`config.mk`:
```
export PLATFORM = sky130hd
export DESIGN_NAME = pc_unit
export DESIGN_NICKNAME = d
export VERILOG_FILES = /design/src/rtl/mips32_pkg.sv /design/src/rtl/pc_ras.sv /design/src/rtl/pc_unit.sv
export SDC_FILE = /design/constraint.sdc
export NUM_CORES = 1
export LEC_CHECK = 0
export ABC_AREA = 1
export BUFFER_PORTS_ARGS = -buffer_cell sky130_fd_sc_hd__buf_2
export CAP_MARGIN = 10
export CORE_UTILIZATION = 28
export CTS_CLUSTER_SIZE = 40
export DETAILED_ROUTE_END_ITERATION = 8
export MAX_ROUTING_LAYER = met4
export SLEW_MARGIN = 20
export SYNTH_ARGS = -nofsm -noshare
export SYNTH_HDL_FRONTEND = slang
export SYNTH_SLANG_ARGS = --single-unit
```
`constraint.sdc`:
```
create_clock -name clk -period 1.9 [get_ports clk]
set_clock_uncertainty 0.15 [all_clocks]
set_input_delay 0.095 -clock clk [delete_from_list [all_inputs] [get_ports clk]]
set_output_delay 0.095 -clock clk [all_outputs]
set_load 0.05 [all_outputs]
```
`src/rtl/mips32_pkg.sv`:
```
// Shared constants and next-pc selector encoding for the fetch program counter.
// Latency: none (declarations only).
// Backpressure: none (declarations only).
package mips32_pkg;

    localparam int XLEN = 32;
    localparam logic [XLEN-1:0] RESET_VECTOR = 32'h0000_0000;
    localparam logic [XLEN-1:0] EXC_VECTOR   = 32'h8000_0180;
    localparam int INSTR_BYTES = 4;

    // Source of the next fetch address, listed from highest to lowest priority.
    typedef enum logic [2:0] {
        SEL_EXC,
        SEL_MISALIGN,
        SEL_REDIRECT,
        SEL_HOLD,
        SEL_RAS,
        SEL_SEQ
    } pc_sel_e;

endpackage

```
`src/rtl/pc_ras.sv`:
```
// Circular return-address stack; a full push overwrites the oldest entry.
// Latency: push/pop take effect on the clock edge; top is readable combinationally.
// Backpressure: none; a push+pop in one cycle replaces the top, and a pop while empty is ignored.
module pc_ras #(
    parameter int XLEN      = 32,
    parameter int RAS_DEPTH = 4
) (
    input  logic            clk,
    input  logic            rst,
    input  logic            push,
    input  logic            pop,
    input  logic [XLEN-1:0] push_dat,
    output logic [XLEN-1:0] top_dat,
    output logic            empty
);

    localparam int PW = $clog2(RAS_DEPTH);
    localparam int CW = $clog2(RAS_DEPTH + 1);
    localparam logic [CW-1:0] FULL_CNT = CW'(RAS_DEPTH);

    logic [XLEN-1:0] mem [RAS_DEPTH];
    logic [PW-1:0]   top;
    logic [CW-1:0]   count;
    logic            pop_ok;

    assign empty   = (count == '0);
    assign top_dat = mem[top];
    assign pop_ok  = pop && !empty;

    // Top pointer and occupancy. The pointer wraps, so a push when full lands on the oldest slot.
    always_ff @(posedge clk) begin
        if (rst) begin
            top   <= '0;
            count <= '0;
        end else if (push && pop_ok) begin
            top   <= top;
            count <= count;
        end else if (push) begin
            top   <= top + 1'b1;
            count <= (count == FULL_CNT) ? count : count + 1'b1;
        end else if (pop_ok) begin
            top   <= top - 1'b1;
            count <= count - 1'b1;
        end
    end

    // Entry storage: push+pop rewrites the current top, a plain push writes the slot above it.
    always_ff @(posedge clk) begin
        if (push && pop_ok) begin
            mem[top] <= push_dat;
        end else if (push) begin
            mem[top + 1'b1] <= push_dat;
        end
    end

endmodule

```
`src/rtl/pc_unit.sv`:
```
// Fetch program counter with priority for exception, redirect, stall and sequential advance. Optional PC_RAS_EN adds a return-address stack.
// Latency: every event shows on pc one cycle after the edge that samples it. The first edge after reset only raises pc_valid.
// Backpressure: stall holds pc. Exception and redirect still override stall.
module pc_unit #(
    parameter int XLEN = mips32_pkg::XLEN,
    parameter logic [XLEN-1:0] RESET_VECTOR = mips32_pkg::RESET_VECTOR,
    parameter logic [XLEN-1:0] EXC_VECTOR   = mips32_pkg::EXC_VECTOR,
`ifdef PC_RAS_EN
    parameter int INSTR_BYTES = mips32_pkg::INSTR_BYTES,
    parameter int RAS_DEPTH   = 4
`else
    parameter int INSTR_BYTES = mips32_pkg::INSTR_BYTES
`endif
) (
    input  logic            clk,
    input  logic            rst,
    input  logic            stall,
    input  logic            redirect_valid,
    input  logic [XLEN-1:0] redirect_target,
    input  logic            exc_valid,
`ifdef PC_RAS_EN
    input  logic            call_push,
    input  logic            ret_pop,
    output logic            ras_miss,
`endif
    output logic [XLEN-1:0] pc,
    output logic            pc_valid,
    output logic [XLEN-1:0] pc_next_seq,
    output logic [XLEN-1:0] epc,
    output logic            misalign_err
);

    import mips32_pkg::*;

    localparam logic [XLEN-1:0] ALIGN_MASK = XLEN'(INSTR_BYTES - 1);

    pc_sel_e         sel;
    logic [XLEN-1:0] pc_d;
    logic            misaligned;

    assign pc_next_seq = pc + XLEN'(INSTR_BYTES);
    assign misaligned  = (redirect_target & ALIGN_MASK) != '0;

`ifdef PC_RAS_EN
    logic [XLEN-1:0] ras_top;
    logic            ras_empty;
    logic            ras_push;
    logic            ras_pop;

    // The call retires even when exception or redirect wins the pc. Only stall suppresses it.
    assign ras_push = pc_valid && call_push && !stall;
    assign ras_pop  = pc_valid && (sel == SEL_RAS);

    pc_ras #(
        .XLEN      (XLEN),
        .RAS_DEPTH (RAS_DEPTH)
    ) u_ras (
        .clk      (clk),
        .rst      (rst),
        .push     (ras_push),
        .pop      (ras_pop),
        .push_dat (pc_next_seq),
        .top_dat  (ras_top),
        .empty    (ras_empty)
    );
`endif

    // Fixed-priority choice of the next fetch address source.
    always_comb begin
        sel = SEL_SEQ;
        if (exc_valid) begin
            sel = SEL_EXC;
        end else if (redirect_valid && misaligned) begin
            sel = SEL_MISALIGN;
        end else if (redirect_valid) begin
            sel = SEL_REDIRECT;
        end else if (stall) begin
            sel = SEL_HOLD;
`ifdef PC_RAS_EN
        end else if (ret_pop && !ras_empty) begin
            sel = SEL_RAS;
`endif
        end
    end

    // Next-pc mux driven by the selected source.
    always_comb begin
        pc_d = pc_next_seq;
        case (sel)
            SEL_EXC, SEL_MISALIGN: pc_d = EXC_VECTOR;
            SEL_REDIRECT:          pc_d = redirect_target;
            SEL_HOLD:              pc_d = pc;
`ifdef PC_RAS_EN
            SEL_RAS:               pc_d = ras_top;
`endif
            default:               pc_d = pc_next_seq;
        endcase
    end

    // Architectural state. The edge after reset only validates pc, so RESET_VECTOR is fetched first.
    always_ff @(posedge clk) begin
        if (rst) begin
            pc           <= RESET_VECTOR;
            pc_valid     <= 1'b0;
            epc          <= '0;
            misalign_err <= 1'b0;
        end else if (!pc_valid) begin
            pc_valid     <= 1'b1;
            misalign_err <= 1'b0;
        end else begin
            pc           <= pc_d;
            misalign_err <= (sel == SEL_MISALIGN);
            if (sel == SEL_EXC || sel == SEL_MISALIGN) begin
                epc <= pc;
            end
        end
    end

`ifdef PC_RAS_EN
    // A return predicted with an empty stack falls back to the sequential pc and flags a miss.
    always_ff @(posedge clk) begin
        if (rst || !pc_valid) begin
            ras_miss <= 1'b0;
        end else begin
            ras_miss <= (sel == SEL_SEQ) && ret_pop;
        end
    end
`endif

endmodule

```
## Word-level counts from Yosys, hierarchy flattened

Index checks and enable logic that the tools add are counted.

| storage, ports and cells | value |
|---|---|
| bits in registers | 66 |
| bits of input ports | 37 |
| output and inout port bits | 98 |
| word-level logic and storage cells | 24 |

| operators by class | value |
|---|---|
| add/sub/neg operators | 1 |
| equality and inequality tests | 3 |
| muxes and demuxes | 6 |
| bitwise gates (word level) | 2 |
| reduce and logical (&&, ||, !) cells | 8 |

Operators by type and width:

| operator | count |
|---|---|
| 32-bit one-hot mux with 3 select lines | 1 |
| 32-bit by 3-bit adder with 32-bit output (second input constant) | 1 |
| 32-bit nonzero test | 1 |
| 3-bit 2-to-1 mux | 4 |
| 3-bit by 2-bit equality test with 1-bit output (second input constant) | 2 |
| 2-bit AND reduction | 2 |
| 2-bit OR reduction | 2 |
| 3-bit by 1-bit equality test with 1-bit output (second input constant) | 1 |
| 3-bit logical NOT | 1 |
| 1-bit inverter | 2 |
| 1-bit logical AND | 1 |
| 1-bit logical OR | 1 |
| 1-bit 2-to-1 mux | 1 |

## Longest topological paths before layout

| logic depth | value |
|---|---|
| word-level depth | 7 |
| gate-level depth with buffers | 10 |
| gate-level depth less buffers | 10 |

## Worst setup path before layout

No wires, ideal clock.

| timing path | value |
|---|---|
| path type | register to register |
| from | register pc[2] |
| to | register pc[9] |
| library setup time | 70 ps |
| data arrival time | 2459 ps |
| data required time | 1680 ps |
| setup slack | -779 ps |
| cell stages (with the launch flop) | 7 |
| path buffers | 0 |
| clock period less this slack | 2679 ps |
| cells stage by stage | dfxtp_1 > inv_1 > nor2_1 > nand2_1 > xor2_1 > nand2_1 > a21oi_1 |

| between the ends | value |
|---|---|
| longest elaborated chain between the ends | 2 |

RTL lines:

| element | RTL line | RTL |
|---|---|---|
| from (decl) | pc_unit.sv:26 | `output logic [XLEN-1:0] pc,` |
| from (signal assigned) | pc_unit.sv:111 | `pc <= pc_d;` |
| 32-bit by 3-bit adder with 32-bit output | pc_unit.sv:41 | `assign pc_next_seq = pc + XLEN'(INSTR_BYTES);` |
| named net pc_next_seq[9] | pc_unit.sv:28 | `output logic [XLEN-1:0] pc_next_seq,` |
| 32-bit one-hot mux with 3 select lines | pc_unit.sv:89 | `case (sel)` |

The timed path passes the listed nets, and every way through them passes these cells.
A chain may end at the register's enable or synchronous reset.

## Worst setup path in the final report

| timing path | value |
|---|---|
| from | register pc[2] |
| to | output port pc_next_seq[22] |

| between the ends | value |
|---|---|
| longest elaborated chain between the ends | 1 |

RTL lines:

| element | RTL line |
|---|---|
| 32-bit by 3-bit adder with 32-bit output | pc_unit.sv:41 |
| to (decl) | pc_unit.sv:28 |

Every way passes these cells.

==> reports/results.tsv <==
stage	metric	value	unit
outcome	status	finished, violations left	
outcome	failing checks	setup timing	
synth	Yosys reg bits	66	
timing	Final period util	107	%
critical_path	Critical Path RT	1.65	ns
clocking	Clock Sinks	66	
synth	Cell variety after synth	35	
floorplan	die width	113	um
route	TritonRoute pass-1 iters	4	
route	1st-iter DRT viols	208	
synth	ys flop type	dfxtp_1	
power	Gate power share	26.6	%
clocking	TritonCTS Buffers	9	
clocking	CTS tree	yes	
flow_run	max_cap viols	0	
power	Psw	1.58	mW
place	placed cell count	794	
min_path	HP Start	stall	
route	DRC	0	
floorplan	die area	12800	um2
synth	post-synth top area share	38.1	%
route	DRT Wirelength	12800	um
floorplan	Die Ht	113	um
power	internal power	2.99	mW
power	leakage power	2.62	nW
critical_path	critical path class	register to primary output	
min_path	Cells on Worst Hold Path	4	
timing	Setup TNS Final	-1.05	ns
route	via count	4010	
critical_path	R2R Path Start	pc[2]	
synth	sequential area share after synthesis	38.1	%
route	Via-to-Cell Ratio	4.63	
synth	Post-synth EDFFs	0	
synth	Mapped Area	3470	um2
critical_path	Worst Setup Start Kind	register	
place	GP Congestion	0.828	
synth	top post-synthesis cells by area	dfxtp_1, nand2_1, a21oi_1, o21ai_0, nor2_1	
critical_path	CP Max Fanout	7	
place	# port buffers	134	
power	Clk network pwr share	38.8	%
synth	Synth async-reset ratio	0	%
timing	relative slew slack	73.1	%
global_routing	antenna violations before repair	0	
clocking	CTS root buffer	clkbuf_16	
finish	number of diodes	0	
finish	area grow syn2layout	67.1	%
synth	syn_area_per_cell	6.92	um2
synth	synthesized net count	539	
route	antenna viol nets, final	0	
min_path	worst hold path class	primary input to register	
power	Flop pwr share	34.7	%
finish	nets@finish	731	
clocking	H-Tree Depth	3	
synth	Post-Synthesis Cells	501	
clocking	Clock transition at path regs	0.06	ns
timing	Max Slew Vio Count	0	
clocking	Clk Latency, worst-skew pair	0.33	ns
global_routing	vias in the first global route	3893	
floorplan	initial core utilization	28.7	%
finish	share of cells above drive strength 1	43.1	%
critical_path	CP Launch Point	pc[2]	
floorplan	# rows	40	
floorplan	Core ar.	12100	um2
timing	Final setup violation count	17	
finish	Post-Layout Cell Count	866	
global_routing	first-pass GRT wire length	20500	um
synth	leading area contributor after synthesis	dfxtp_1	
timing	Peak Freq	492	MHz
power	worst vdd ir	0.350	mV
timing	final setup margin	-0.131	ns
critical_path	Worst R2R Setup Slack	0.22	ns
timing	RSZ-0062 raised after global routing	yes	
global_routing	All-Layer GR Usage	21.4	%
place	Detail Placement HPWL	9070	um
power	pwr/cell area	789	nW/um2
route	wire per inst	14.8	um
global_routing	largest net degree at the start of global routing	42	
global_routing	GRT overflow	0	
critical_path	Worst setup EP type	primary output	
floorplan	num ports	135	
timing	worst-margin pin slew	0.404	ns
critical_path	crit path capture	pc_next_seq[22]	
timing	Tmin final	2.03	ns
clocking	Longest Clk Path Bufs	2	
synth	Syn. warnings	0	
critical_path	FF-to-FF End	pc[22]	
power	Net Sw Frac	34.6	%
critical_path	WP data arrival	1.79	ns
critical_path	R2R depth	10	
timing	final hold viol count	0	
finish	# fillers	1147	
==> final cells by class <==
class / count / area [um2] / area share (%)
multi-input cells: 376 / 2230 / 38.4
repair buffers: 206 / 1510 / 26.1
flip-flops and latches: 66 / 1390 / 24.0
clock buffers: 11 / 264 / 4.56
well taps: 168 / 210 / 3.63
inverters: 34 / 134 / 2.31
clock inverters: 5 / 60.1 / 1.04
==> cell families (layout without fill, tap and decap cells) <==
group | after synthesis | in the layout | share of synthesized area [%]
simple gates | 224 | 224 | 30.2
compound gates | 140 | 140 | 20.6
flops | 66 | 66 | 38.1
buf+inv | 59 | 256 | 7.22
xor+xnor | 11 | 11 | 3.43
fa+ha+maj | 1 | 1 | 0.361
==> state kept, by name, indices dropped and copies added (netlist names) <==
signal and flops:
misalign_err 1, epc 32, pc_valid 1, pc 32
==> critical path, cell delays in order, from the launching register on <==
cell and delay (ns):
dfxtp_4 0.36, ha_4 0.14, nand3_4 0.10, inv_4 0.10, nand2_8 0.07, nor2_4 0.21
nand2_1 0.09, nand2_1 0.08, and2_4 0.15, buf_8 0.14
==> Yosys cell counts (all sizes together) (2+ instances only) <==
cell and count:
nor2 77, xor2 8, and2 7, o21ai 65, nand3b 7, nand3 11
clkbuf 13, nor3 3, inv 33, buf 12, dfxtp 66, nand4 2
or2 2, nand2 114, xnor2 3, a21oi 75
==> per-stage QoR <==
stage	util (%)	worst slack (ns)	hold slack, ns	power, mW	area, um2
after global routing	48.0	-0.235	0.128	4.75	5790
after global placement	38.0	0.0126	0.221	2.66	4580
after detailed placement	38.0	0.0142	0.222	2.67	4580
after CTS	46.4	-0.121	0.106	4.59	5600
after floorplan	-	-0.0168	0.0218	2.37	3690
final	48.0	-0.131	0.121	4.57	5790
==> layout by cell type (no fill, tap or decap), drive strengths merged <==
| cell | instances |
|---|---|
| ha | 1 |
| or2 | 2 |
| nand3b | 7 |
| a21oi | 75 |
| clkbuf | 11 |
| nand3 | 11 |
| xnor2 | 3 |
| dfxtp | 66 |
| nor3 | 3 |
| nand2 | 114 |
| buf | 173 |
| dlygate4sd3 | 33 |
| and3 | 1 |
| bufinv | 1 |
| clkinvlp | 2 |
| inv | 32 |
| and2 | 7 |
| o21ai | 65 |
| clkinv | 4 |
| nor2 | 77 |
| nand4 | 2 |
| xor2 | 8 |
==> how the worst min path moves through the flow <==
| stage | endpoint | slack (ns) |
|---|---|---|
| after floorplan | misalign_err | 0.02 |
| after global placement | pc[1] | 0.22 |
| after detailed placement | pc[3] | 0.22 |
| after CTS | pc[31] | 0.11 |
| after global routing | pc[31] | 0.13 |
| final | pc[31] | 0.12 |
==> power by group through the flow <==
stage	combinational [mW]	clock (mW)	sequential (mW)
final	1.21	1.77	1.58
after global routing	1.28	1.87	1.60
after CTS	1.19	1.81	1.58
after detailed placement	1.05	0	1.62
after global placement	1.05	0	1.61
after floorplan	0.456	0	1.92
==> what timing repair did <==
action / 4_1_cts / 5_1_grt
resized for setup: 73 / 42
buffers inserted: 17 / 6
endpoints found under the hold margin: 33 / 0
gates cloned: 0 / 0
hold buffers: 33 / 0
pin swaps: 14 / 21
endpoints found under the setup margin: 24 / 36
==> routing by layer <==
layer	up-vias	global-route usage (%)	wire [um]
met1	1867	28.0	6090
met5	-	-	0
met3	10	3.80	599
li1	2022	-	-
met2	111	33.7	6000
met4	0	6.23	146
(Power assumes the default switching activity.)
